--- src/rtl/switch_debouncer.sv ---
// rtl/switch_debouncer.sv - 2-FF synchronizer plus per-bit debounce counters for the DIP-switch bank.
// Optional macro SW_ACTIVE_LOW_EN: inverts sw_raw so a closed pulled-up switch reads as 1.
module switch_debouncer #(
  parameter int WIDTH           = 4,
  parameter int DEBOUNCE_CYCLES = 240000,
  parameter int CNT_W           = 18
) (
  input  logic             clk,
  input  logic             reset,
  input  logic [WIDTH-1:0] sw_raw,
  output logic [WIDTH-1:0] sw_db,
  output logic             sw_changed,
  output logic             stable
);

  localparam logic [CNT_W-1:0] TERM = CNT_W'(DEBOUNCE_CYCLES - 1);

  logic [WIDTH-1:0] in_n;
  logic [WIDTH-1:0] sync1;
  logic [WIDTH-1:0] sync2;
  logic [WIDTH-1:0] accept;
  logic [WIDTH-1:0] cnt_busy;
  logic [CNT_W-1:0] cnt [WIDTH];

`ifdef SW_ACTIVE_LOW_EN
  assign in_n = ~sw_raw;
`else
  assign in_n = sw_raw;
`endif

  always_comb begin
    accept   = '0;
    cnt_busy = '0;
    for (int i = 0; i < WIDTH; i++) begin
      accept[i]   = (sync2[i] != sw_db[i]) && (cnt[i] == TERM);
      cnt_busy[i] = (cnt[i] != '0);
    end
  end

  // A counter can still be nonzero for one cycle after a bounce back to the old level.
  assign stable = (sync2 == sw_db) && (cnt_busy == '0);

  always_ff @(posedge clk) begin
    if (!reset) begin
      sync1      <= '0;
      sync2      <= '0;
      sw_db      <= '0;
      sw_changed <= 1'b0;
      for (int i = 0; i < WIDTH; i++) begin
        cnt[i] <= '0;
      end
    end else begin
      sync1      <= in_n;
      sync2      <= sync1;
      sw_changed <= |accept;
      for (int i = 0; i < WIDTH; i++) begin
        if (sync2[i] == sw_db[i]) begin
          cnt[i] <= '0;
        end else if (accept[i]) begin
          sw_db[i] <= sync2[i];
          cnt[i]   <= '0;
        end else begin
          cnt[i] <= cnt[i] + CNT_W'(1);
        end
      end
    end
  end

endmodule

--- config.mk ---
export PLATFORM = sky130hd
export DESIGN_NAME = switch_debouncer
export DESIGN_NICKNAME = d
export VERILOG_FILES = /design/src/rtl/switch_debouncer.sv
export SDC_FILE = /design/constraint.sdc
export NUM_CORES = 1
export LEC_CHECK = 0
export CORE_MARGIN = 2
export CORE_UTILIZATION = 56
export DETAILED_ROUTE_END_ITERATION = 8
export MAX_ROUTING_LAYER = met4
export PLACE_DENSITY = 0.76
export SYNTH_ARGS = -nofsm -noshare
export SYNTH_HDL_FRONTEND = slang
export SYNTH_SLANG_ARGS = --single-unit
--- constraint.sdc ---
create_clock -name clk -period 1.9 [get_ports clk]
set_input_delay 0.57 -clock clk [delete_from_list [all_inputs] [get_ports clk]]
set_output_delay 0.57 -clock clk [all_outputs]
set_load 0.05 [all_outputs]
==> qor.txt <==
Sequential element share of the synthesized area -> 0.510
Buf/Inv on CP -> 1
Die area -> 0.00924 mm²
Nets -> 669
Gate Count Post-Synth -> 464
Area growth, synth to finish -> 37.2%
Final wirelength -> 11,500 µm
Final count of pins violating max slew -> 0
Design Power -> 3.76 mW
Syn. warnings -> 0
Hold-fix buffer count after cts -> 0
Worst Hold Launch -> sync1[2]
Worst-path clk slew -> 90 ps
Largest net degree at the start of global routing -> 17
Mapped cell area -> 0.00475 mm²
Initial Utilization -> 0.578
Syn Area/Cell -> 10.2 µm²
Vias per Instance -> 5.32
P_sw -> 0.960 mW
DPL Wire Length -> 8160 µm
RSZ-0062 raised after global routing -> true
Combinational share of power -> 0.110
# setup viols final -> 25
Cell Rows -> 33
Ys flop type -> edfxtp_1
RR Startpoint -> cnt[1][2]
CTS Sinks -> 85
IO Count -> 12
I/O Buffers -> 11
Clock Tree Root -> clkbuf_8
Number of enable flip-flop cells after synthesis -> 72
Pwr/cell area -> 577 mW/mm²
Clk pwr share -> 0.322
Core Area -> 0.00822 mm²
Gr usage total -> 0.258
Final ANT Viol Nets -> 0
Final hold violations -> 0
Reg power frac -> 0.568
Top delay family on crit path -> simple AND/OR/NAND/NOR gates
Setup TNS -> -2510 ps
Worst Tran Pin Value -> 505 ps
Max clock buf depth -> 2
Wirelength per Cell -> 15.1 µm
ANT cells -> 0
Worst Path Required -> 1330 ps
Initial antenna violation count -> 0
Largest cells by area after synthesis -> edfxtp_1 (45%), xnor2_1 (8.8%), nor2_1 (6.2%), dfxtp_1 (5.5%), nand4_1 (3.6%)
Crit-path cells -> or4_4 -> nor4b_4 -> nand4_1 -> nor4_4 -> buf_12
Max FO, Critical Path -> 2
Fin crit period -> 2750 ps
1st-pass router iterations -> 4
Worst VDD drop -> 0.377 mV
Async SR Flop Fraction -> 0
Final critical-path setup slack -> -850 ps
Vias in the first global route -> 3,841
Library cells used by synthesis -> 43
Aggregate global routing overflow -> 0
First-pass GRT wire length -> 17,600 µm
Via count -> 4,069
Fmax achieved -> 0.364 GHz
FF+latch count, synth -> 85
Critical path startpoint -> cnt[2][16]
CTS HTree Levels -> 3
Iter 0 DRT Violations -> 256
Top cell type's share of synthesized area -> 0.455
Int Pwr -> 2.80 mW
Final clock skew -> 11.6 ps
Fin util -> 0.793
Slowest cell on the critical path -> or4_4
Leading area contributor after synthesis -> edfxtp_1
TritonCTS Buffers -> 9
Skew-Pair Late Insertion Delay -> 360 ps
Max incr delay on CP -> 560 ps
Worst slew margin -> 0.660
CTS tree -> built
CP Data Arrival Time -> 2180 ps
Routability cong. -> 0.902
Overall die height -> 96.1 µm
Sw Ratio -> 0.255
CP Capture Type -> output port
Die width -> 96.1 µm
Share of layout cells above drive strength 1 -> 0.288
Residual DRC -> 0
Violated checks -> setup timing
Lkg Pwr -> 2.51 nW
Critical path class -> flop to output port
Setup crit start kind -> flop
Final period util -> 1.45
Status -> finished, violations left
Max cap viols -> 0
Min-delay worst type -> flop to flop
Hold slack -> 439 ps
## path summary, 6_finish.rpt
kind | end | slack (ps) | cells past startpoint
max reg2reg | cnt[1][16] | -150 | 5
min | sync2[2] | 440 | 1
max | stable | -850 | 5
min reg2reg | sync2[2] | 440 | 1
## cells by family after synthesis
logic type / count (synthesis) / synth area share
other cells: 1 / 0.000789
xor+xnor: 63 / 0.116
fa+ha+maj: 8 / 0.0211
flops: 85 / 0.510
compound gates: 14 / 0.0221
simple gates: 250 / 0.284
mux: 5 / 0.0105
buf+inv: 38 / 0.0361
## cell type report
class | instances | area, µm²
Multi-Input combinational cell | 413 | 2710
Sequential cell | 85 | 2420
Fill cell | 511 | 1700
Timing Repair Buffer | 124 | 987
Clock buffer | 10 | 138
Tap cell | 105 | 131
Inverter | 22 | 82.6
Clock inverter | 6 | 43.8
## cells in the mapped netlist, types with 2 or more instances
cell type and count:
nor2_1 78, and4_1 2, nor3_1 18, xnor2_1 48, inv_1 22, nand4_1 27
nor4_2 2, and3_1 5, buf_2 2, nor4_1 27, clkbuf_1 10, and2_1 13
nand4b_1 2, a21oi_1 6, nand3_1 30, nor4b_1 5, buf_6 3, nor4_4 2
nand2_1 26, edfxtp_1 72, or4_4 2, dfxtp_1 13, xor2_1 15, mux2i_1 5
or4_1 4, ha_1 8
## registers in the layout, indices dropped and copies added (netlist names)
signal      flops
sync1           4
sw_db           4
sync2           4
cnt            72
sw_changed      1
## metal layers
| layer | part of all wire | vias up | track usage |
|---|---|---|---|
| li1 | - | 1989 | - |
| met1 | 0.41 | 1951 | 0.309 |
| met2 | 0.53 | 110 | 0.440 |
| met3 | 0.038 | 19 | 0.0415 |
| met4 | 0.014 | 0 | 0.0893 |
| met5 | 0 | - | - |
## layout by cell type, fill, tap and decap left out, types with 2 or more instances in the layout
cell type / n
or4_1: 2
and2_1: 13
buf_6: 5
nor3_1: 18
nand3_2: 2
clkdlybuf4s50_1: 5
clkinv_4: 2
nor4_1: 20
dfxtp_1: 13
buf_12: 2
xnor2_1: 48
nor2_4: 15
or4_4: 4
ha_1: 8
mux2i_1: 5
a21o_4: 3
edfxtp_1: 72
nor4b_1: 2
nor2_2: 11
nor2_1: 52
nor4b_2: 2
and3_1: 4
nor4_4: 5
nand4b_1: 2
inv_1: 22
conb_1: 72
buf_4: 112
nand4_1: 27
nand2_1: 25
nor4_2: 6
and4_1: 2
clkbuf_8: 10
xor2_1: 15
a21oi_1: 6
inv_4: 2
nand3_1: 29
## power groups by stage
stage,clock (mW),sequential (mW),combinational (mW)
3_3_place_gp,0,2.17,0.357
4_1_cts,1.23,2.13,0.372
5_1_grt,1.30,2.14,0.448
3_5_place_dp,0,2.18,0.365
6_report,1.21,2.14,0.413
2_1_floorplan,0,2.20,0.171
## repair_timing
| item | 4_1_cts | 5_1_grt |
|---|---|---|
| buffers inserted | 0 | 2 |
| resized for setup | 8 | 62 |
| cloned | 0 | 2 |
| setup endpoints to repair | 34 | 57 |
| pin swaps | 2 | 31 |
## per-stage QoR
step	cell area [µm²]	instances	setup slack [ps]
3_3_place_gp	6030	746	-460
2_1_floorplan	5060	535	-548
3_5_place_dp	6030	746	-485
4_1_cts	6240	762	-887
5_1_grt	6520	765	-964
6_report	6520	765	-850
Power figures use the tool's default switching activity.
